File: config.mk
export PLATFORM = sky130hd
export DESIGN_NAME = interrupt_unit
export DESIGN_NICKNAME = d
export VERILOG_FILES = /design/src/rtl/interrupt_unit_pkg.sv /design/src/rtl/interrupt_unit_fifo.sv /design/src/rtl/interrupt_unit.sv
export SDC_FILE = /design/constraint.sdc
export NUM_CORES = 1
export LEC_CHECK = 0
export ABC_AREA = 1
export BUFFER_PORTS_ARGS = -buffer_cell sky130_fd_sc_hd__buf_2
export CAP_MARGIN = 20
export CORE_ASPECT_RATIO = 0.7
export CORE_MARGIN = 3
export CORE_UTILIZATION = 30
export CTS_CLUSTER_SIZE = 12
export DETAILED_ROUTE_END_ITERATION = 16
export PLACE_DENSITY = 0.64
export SETUP_SLACK_MARGIN = 0.4
export SYNTH_ARGS = -nofsm -noshare
export SYNTH_HDL_FRONTEND = slang
export SYNTH_SLANG_ARGS = --single-unit
File: constraint.sdc
create_clock -name i_clk -period 2.24 [get_ports i_clk]
set_input_delay 0.112 -clock i_clk [delete_from_list [all_inputs] [get_ports i_clk]]
set_output_delay 0.112 -clock i_clk [all_outputs]
set_load 0.01 [all_outputs]
File: src/rtl/interrupt_unit_pkg.sv
// Shared types for the interrupt unit: FSM states, source ids, request record.
// Encodings are fixed so the state and source fields read the same in every waveform.
package interrupt_unit_pkg;

  localparam int NUM_BP    = 4;
  localparam int BP_IDX_W  = $clog2(NUM_BP);
  localparam int VEC_W     = 32;
  localparam int PAYLOAD_W = 16;

  typedef enum logic [1:0] {
    ST_IDLE   = 2'd0,
    ST_REQ    = 2'd1,
    ST_ACTIVE = 2'd2
  } state_e;

  typedef enum logic [1:0] {
    SRC_BP = 2'd0,
    SRC_IR = 2'd1,
    SRC_KB = 2'd2
  } src_e;

  typedef struct packed {
    src_e                 src;
    logic [VEC_W-1:0]     vector;
    logic [PAYLOAD_W-1:0] data;
  } int_req_t;

  // Lowest set bit wins when several breakpoints match the same PC.
  function automatic logic [BP_IDX_W-1:0] lowest_idx(input logic [NUM_BP-1:0] v);
    lowest_idx = '0;
    for (int i = NUM_BP - 1; i >= 0; i--) begin
      if (v[i]) lowest_idx = BP_IDX_W'(i);
    end
  endfunction

endpackage

File: src/rtl/interrupt_unit_fifo.sv
// Small synchronous FIFO for keyboard codes; head is visible without a pop.
// Pointers carry one extra wrap bit so full and empty are distinguishable.
module interrupt_unit_fifo #(
  parameter int DEPTH = 4,
  parameter int WIDTH = 8
) (
  input  logic             i_clk,
  input  logic             i_rst,
  input  logic             i_push,
  input  logic             i_pop,
  input  logic [WIDTH-1:0] i_din,
  output logic             o_full,
  output logic             o_empty,
  output logic [WIDTH-1:0] o_head
);

  localparam int AW = $clog2(DEPTH);

  logic [WIDTH-1:0] r_mem [DEPTH];
  logic [AW:0]      r_wp;
  logic [AW:0]      r_rp;
  logic             w_push;
  logic             w_pop;

  assign o_empty = (r_wp == r_rp);
  assign o_full  = (r_wp[AW] != r_rp[AW]) && (r_wp[AW-1:0] == r_rp[AW-1:0]);
  assign w_push  = i_push && !o_full;
  assign w_pop   = i_pop && !o_empty;
  assign o_head  = r_mem[r_rp[AW-1:0]];

  always_ff @(posedge i_clk or negedge i_rst) begin
    if (!i_rst) begin
      r_wp <= '0;
      r_rp <= '0;
    end else begin
      if (w_push) r_wp <= r_wp + 1'b1;
      if (w_pop)  r_rp <= r_rp + 1'b1;
    end
  end

  always_ff @(posedge i_clk) begin
    if (w_push) r_mem[r_wp[AW-1:0]] <= i_din;
  end

endmodule

File: src/rtl/interrupt_unit.sv
// Breakpoint / IR / keyboard interrupt arbiter feeding one request to the core.
// Request handshake: IDLE -> REQ (until intAck) -> ACTIVE (until intDone) -> IDLE.
module interrupt_unit
  import interrupt_unit_pkg::*;
#(
  parameter int KB_DEPTH = 4,
  parameter int CODE_W   = 8
) (
  input  logic                 i_clk,
  input  logic                 i_rst,
  input  logic [VEC_W-1:0]     i_pc,
  input  logic                 i_pcValid,
  input  logic [VEC_W-1:0]     i_bp0Addr,
  input  logic [VEC_W-1:0]     i_bp1Addr,
  input  logic [VEC_W-1:0]     i_bp2Addr,
  input  logic [VEC_W-1:0]     i_bp3Addr,
  input  logic                 i_bp0En,
  input  logic                 i_bp1En,
  input  logic                 i_bp2En,
  input  logic                 i_bp3En,
  input  logic [VEC_W-1:0]     i_bpAddr,
  input  logic [VEC_W-1:0]     i_irAddr,
  input  logic                 i_irEn,
  input  logic                 i_irPulse,
  input  logic [VEC_W-1:0]     i_keyboardAddr,
  input  logic                 i_keyboardEn,
  input  logic                 i_kbValid,
  input  logic [CODE_W-1:0]    i_kbCode,
  output logic                 o_kbReady,
  output logic                 o_intReq,
  output logic [VEC_W-1:0]     o_intVector,
  output logic [PAYLOAD_W-1:0] o_intData,
  input  logic                 i_intAck,
  input  logic                 i_intDone
);

  logic [NUM_BP-1:0][VEC_W-1:0] w_bpAddrs;
  logic [NUM_BP-1:0]            w_bpEn;
  logic [NUM_BP-1:0]            w_bpHit;

  state_e                r_state;
  state_e                w_next;
  int_req_t              r_cur;
  int_req_t              w_win;
  logic                  r_intReq;
  logic                  r_bpPend;
  logic [BP_IDX_W-1:0]   r_bpIdx;
  logic                  r_irPend;
  logic                  w_latch;
  logic                  w_take;
  logic                  w_bpSet;
  logic                  w_irSet;

  logic                  w_kbFull;
  logic                  w_kbEmpty;
  logic [CODE_W-1:0]     w_kbHead;
  logic                  w_kbPush;
  logic                  w_kbPop;
  logic                  w_kbElig;

  assign w_bpAddrs = {i_bp3Addr, i_bp2Addr, i_bp1Addr, i_bp0Addr};
  assign w_bpEn    = {i_bp3En, i_bp2En, i_bp1En, i_bp0En};

  for (genvar g = 0; g < NUM_BP; g++) begin : g_bp
    assign w_bpHit[g] = i_pcValid && w_bpEn[g] && (i_pc == w_bpAddrs[g]);
  end

  // A breakpoint is only armed from a quiet IDLE; hits during service are lost.
  assign w_bpSet = (|w_bpHit) && !r_bpPend && (r_state == ST_IDLE);
  assign w_irSet = i_irPulse && i_irEn;

  // With the keyboard disabled the FIFO still drains the producer, dropping codes.
  assign o_kbReady = !w_kbFull || !i_keyboardEn;
  assign w_kbPush  = i_kbValid && i_keyboardEn && !w_kbFull;
  assign w_kbPop   = w_take && (r_cur.src == SRC_KB);
  assign w_kbElig  = !w_kbEmpty && i_keyboardEn;

  interrupt_unit_fifo #(
    .DEPTH (KB_DEPTH),
    .WIDTH (CODE_W)
  ) u_kb_fifo (
    .i_clk   (i_clk),
    .i_rst   (i_rst),
    .i_push  (w_kbPush),
    .i_pop   (w_kbPop),
    .i_din   (i_kbCode),
    .o_full  (w_kbFull),
    .o_empty (w_kbEmpty),
    .o_head  (w_kbHead)
  );

  always_comb begin
    w_win.src    = SRC_KB;
    w_win.vector = i_keyboardAddr;
    w_win.data   = PAYLOAD_W'(w_kbHead);
    if (r_bpPend) begin
      w_win.src    = SRC_BP;
      w_win.vector = i_bpAddr;
      w_win.data   = PAYLOAD_W'(r_bpIdx);
    end else if (r_irPend) begin
      w_win.src    = SRC_IR;
      w_win.vector = i_irAddr;
      w_win.data   = '0;
    end
  end

  always_ff @(posedge i_clk or negedge i_rst) begin
    if (!i_rst) r_state <= ST_IDLE;
    else        r_state <= w_next;
  end

  always_comb begin
    w_next  = r_state;
    w_latch = 1'b0;
    w_take  = 1'b0;
    case (r_state)
      ST_IDLE: begin
        if (r_bpPend || r_irPend || w_kbElig) begin
          w_next  = ST_REQ;
          w_latch = 1'b1;
        end
      end
      ST_REQ: begin
        if (i_intAck) begin
          w_next = ST_ACTIVE;
          w_take = 1'b1;
        end
      end
      ST_ACTIVE: begin
        if (i_intDone) w_next = ST_IDLE;
      end
      default: w_next = ST_IDLE;
    endcase
  end

  // A fresh event on the source being acknowledged keeps its flag set.
  always_ff @(posedge i_clk or negedge i_rst) begin
    if (!i_rst) begin
      r_intReq <= 1'b0;
      r_cur    <= '0;
      r_bpPend <= 1'b0;
      r_bpIdx  <= '0;
      r_irPend <= 1'b0;
    end else begin
      if (w_latch) begin
        r_intReq <= 1'b1;
        r_cur    <= w_win;
      end else if (w_take) begin
        r_intReq <= 1'b0;
      end

      if (w_bpSet) begin
        r_bpPend <= 1'b1;
        r_bpIdx  <= lowest_idx(w_bpHit);
      end else if (w_take && (r_cur.src == SRC_BP)) begin
        r_bpPend <= 1'b0;
      end

      if (w_irSet)                                  r_irPend <= 1'b1;
      else if (w_take && (r_cur.src == SRC_IR))     r_irPend <= 1'b0;
    end
  end

  assign o_intReq    = r_intReq;
  assign o_intVector = r_cur.vector;
  assign o_intData   = r_cur.data;

endmodule

==> flow_summary.json <==
{
  "finalMaxSlewViolations": 0,
  "syn-cell-area_um2": 6710,
  "fillers": 2311,
  "tns_ns": 0,
  "synthTopCellsByCount": "nand2_1, inv_1, nor2_1, dfrtp_1, buf_4",
  "yosys.area.top_type_share": 0.2051,
  "clkSlewWorstSetupHoldPaths_ns": 0.07,
  "power_density_nw_per_um2": 881.8,
  "ir_worst_vdd_v": 0.0005105,
  "synth_warnings": 0,
  "ant_nets": 0,
  "met3_usage": 0.05866,
  "root_buffer": "clkbuf_16",
  "required_ns": 2.45,
  "syn_area_per_cell_um2": 6.854,
  "worst_slew_pin_slew_ns": 0.8675,
  "startpoint": "u_kb_fifo.r_wp[2]",
  "grt_use_total": 0.2022,
  "fmax_mhz": 579.9,
  "antenna_found_initial": 2,
  "busiest_layer": "met2",
  "cp_max_fo": 36,
  "worstSetupEndpointType": "register",
  "cts_sinks": 87,
  "synth_edf_count": 32,
  "clock_path_buffers": 2,
  "slew_headroom": 0.4217,
  "r2r_start": "u_kb_fifo.r_wp[2]",
  "rows": 45,
  "status": "complete, no violations",
  "finClkSkew_ns": 0.006779,
  "grt_max_degree": 37,
  "num_vias": 7094,
  "use_met1": 0.2906,
  "arrival_ns": 1.94,
  "period_minus_slack_ns": 1.725,
  "synthDistinctLibCells": 34,
  "ios": 327,
  "syn_inst": 979,
  "cts_made_buffers": 9,
  "grt_pass1_vias": 6659,
  "routed_via_density": 4.574,
  "rsz0062_at_grt": "true",
  "ys_seq_area_frac": 0.3483,
  "synthFlopType": "dfrtp_1",
  "stdcell_count": 1551,
  "drive_above_1_share": 0.2987,
  "drc": 0,
  "design.core.area_um2": 21850,
  "cts_tree": "done",
  "layout.nets": 1546,
  "first_iter_violations": 445,
  "async_reset_ff_frac": 0.6322,
  "yosys-top-cells-area": "dfrtp_1, nand2_1, edfxtp_1",
  "critPathLaunchType": "register",
  "post-route-period-util": 0.7699,
  "hold_slack_ns": 0.05220,
  "met2_usage": 0.3055,
  "setup_violations": 0,
  "port_buffers": 318,
  "start_util": 0.3072,
  "finalWirelength_um": 25520,
  "die_area_um2": 24230,
  "die_y_um": 131.1,
  "hold_viol_final": 0,
  "worstSkewPairLatency_ns": 0.34,
  "cap_viol_max_count": 0,
  "die_x_um": 184.8,
  "yosys.cell_count.top_type": "nand2_1",
  "leakage_nw": 4.653,
  "diodes": 0,
  "hold_class": "in2reg",
  "gp_congestion": 1.036,
  "min_from": "i_irEn",
  "globalRoute.totalOverflow": 0,
  "drt-wirelength-per-cell_um": 16.45,
  "ys_ff_latch": 87,
  "stdcell_area_um2": 8717,
  "grt_pass1_wl_um": 37520,
  "syn2layout_area_growth_pct": 29.91,
  "dp_hpwl_um": 21230,
  "yosys.area.top_type": "dfrtp_1",
  "crit_type": "reg2reg",
  "dpl-instance-area_um2": 8272,
  "htree_levels": 3,
  "dpl.cell_count": 1522,
  "first_pass_iters": 7
}
==> cell type report <==
cell class,instances,area [um^2],share of cell area
inverter,144,570.5,0.06545
sequential,87,2340,0.2684
tap,282,352.8,0.04048
clock buffer,10,229.0,0.02627
timing repair buffer,345,1826,0.2094
clock inverter,6,46.29,0.005311
multi-input combinational,677,3353,0.3847
==> critical path, stage by stage (launching register included) <==
cell       delay [ns]
dfrtp_1          0.41
xor2_1           0.19
nand3b_1         0.19
nand2_1          0.09
nand2_2          0.06
nand2_4          0.14
clkinv_16        0.12
buf_4            0.19
nor2_1           0.13
a41oi_2          0.05
==> per-layer routing <==
layer / vias to the layer above / wire (um)
li1: 3586 / -
met1: 3172 / 11800
met2: 309 / 10840
met3: 23 / 2600
met4: 4 / 257
met5: - / 23
==> report_power, final <==
part           switching [mW]  internal [mW]
combinational            2.29           1.50
sequential              0.312           2.18
clock                   0.642          0.762
total                    3.24           4.44
==> logic make-up (layout without fill, tap and decap cells) <==
kind of cell	after synthesis	count (layout)	synth area share
compound gates	110	110	0.1242
xor+xnor	42	42	0.05594
other cells	1	8	0.0005589
simple gates	512	512	0.3032
flops	87	87	0.3483
buf+inv	222	505	0.1585
fa+ha+maj	5	5	0.009323
==> path summary, 6_finish.rpt <==
path / slack (ns) / depth (start not counted) / end
min in group asynchronous: 0.42 / 2 / o_intVector[29]
max reg2reg: 0.52 / 9 / o_intVector[2]
min reg2reg: 0.48 / 2 / o_intVector[26]
max in group asynchronous: 1.08 / 3 / o_intVector[12]
min: 0.05 / 3 / r_irPend
max: 0.52 / 9 / o_intVector[2]
==> sequential cells by signal, indices dropped and copies added (netlist names) <==
register         cells
r_irPend             1
u_kb_fifo.r_rp       3
u_kb_fifo.r_wp       3
r_bpIdx              2
r_bpPend             1
o_intVector         32
r_cur                2
r_state              2
o_intReq             1
o_intData            8
u_kb_fifo.r_mem     32
==> through the flow <==
step | setup slack [ns] | util | power (mW)
final | 0.5154 | 0.3990 | 7.687
after detailed placement | 0.4651 | 0.3786 | 6.179
after global routing | 0.3864 | 0.3990 | 8.315
after global placement | 0.5205 | 0.3786 | 6.100
after floorplan | 0.4761 | - | 5.326
after CTS | 0.4529 | 0.3963 | 7.633
==> cell usage in the layout, fill, tap and decap left out, types with 4 or more instances in the layout <==
cell | Yosys | layout
nor2_1 | 87 | 85
o21ai_0 | 29 | 29
dlygate4sd3_1 | 0 | 11
nand2_1 | 364 | 364
xnor2_1 | 33 | 32
o22ai_1 | 8 | 8
a21oi_1 | 40 | 40
ha_1 | 5 | 5
conb_1 | 1 | 8
clkbuf_16 | 0 | 9
xor2_1 | 8 | 8
a32o_1 | 8 | 8
nor3_1 | 4 | 4
dfrtp_1 | 55 | 53
nand4_1 | 16 | 16
edfxtp_1 | 32 | 32
buf_4 | 49 | 15
inv_1 | 141 | 141
a41oi_2 | 19 | 19
buf_2 | 4 | 318
nand3_1 | 34 | 34
==> repair_timing <==
action,CTS,global route
gates resized for setup,0,9
endpoints found under the hold margin,65,0
setup endpoints to repair,0,26
hold buffers,11,0
buffers inserted,0,2
Note: power is estimated with default switching activity, not from simulation.
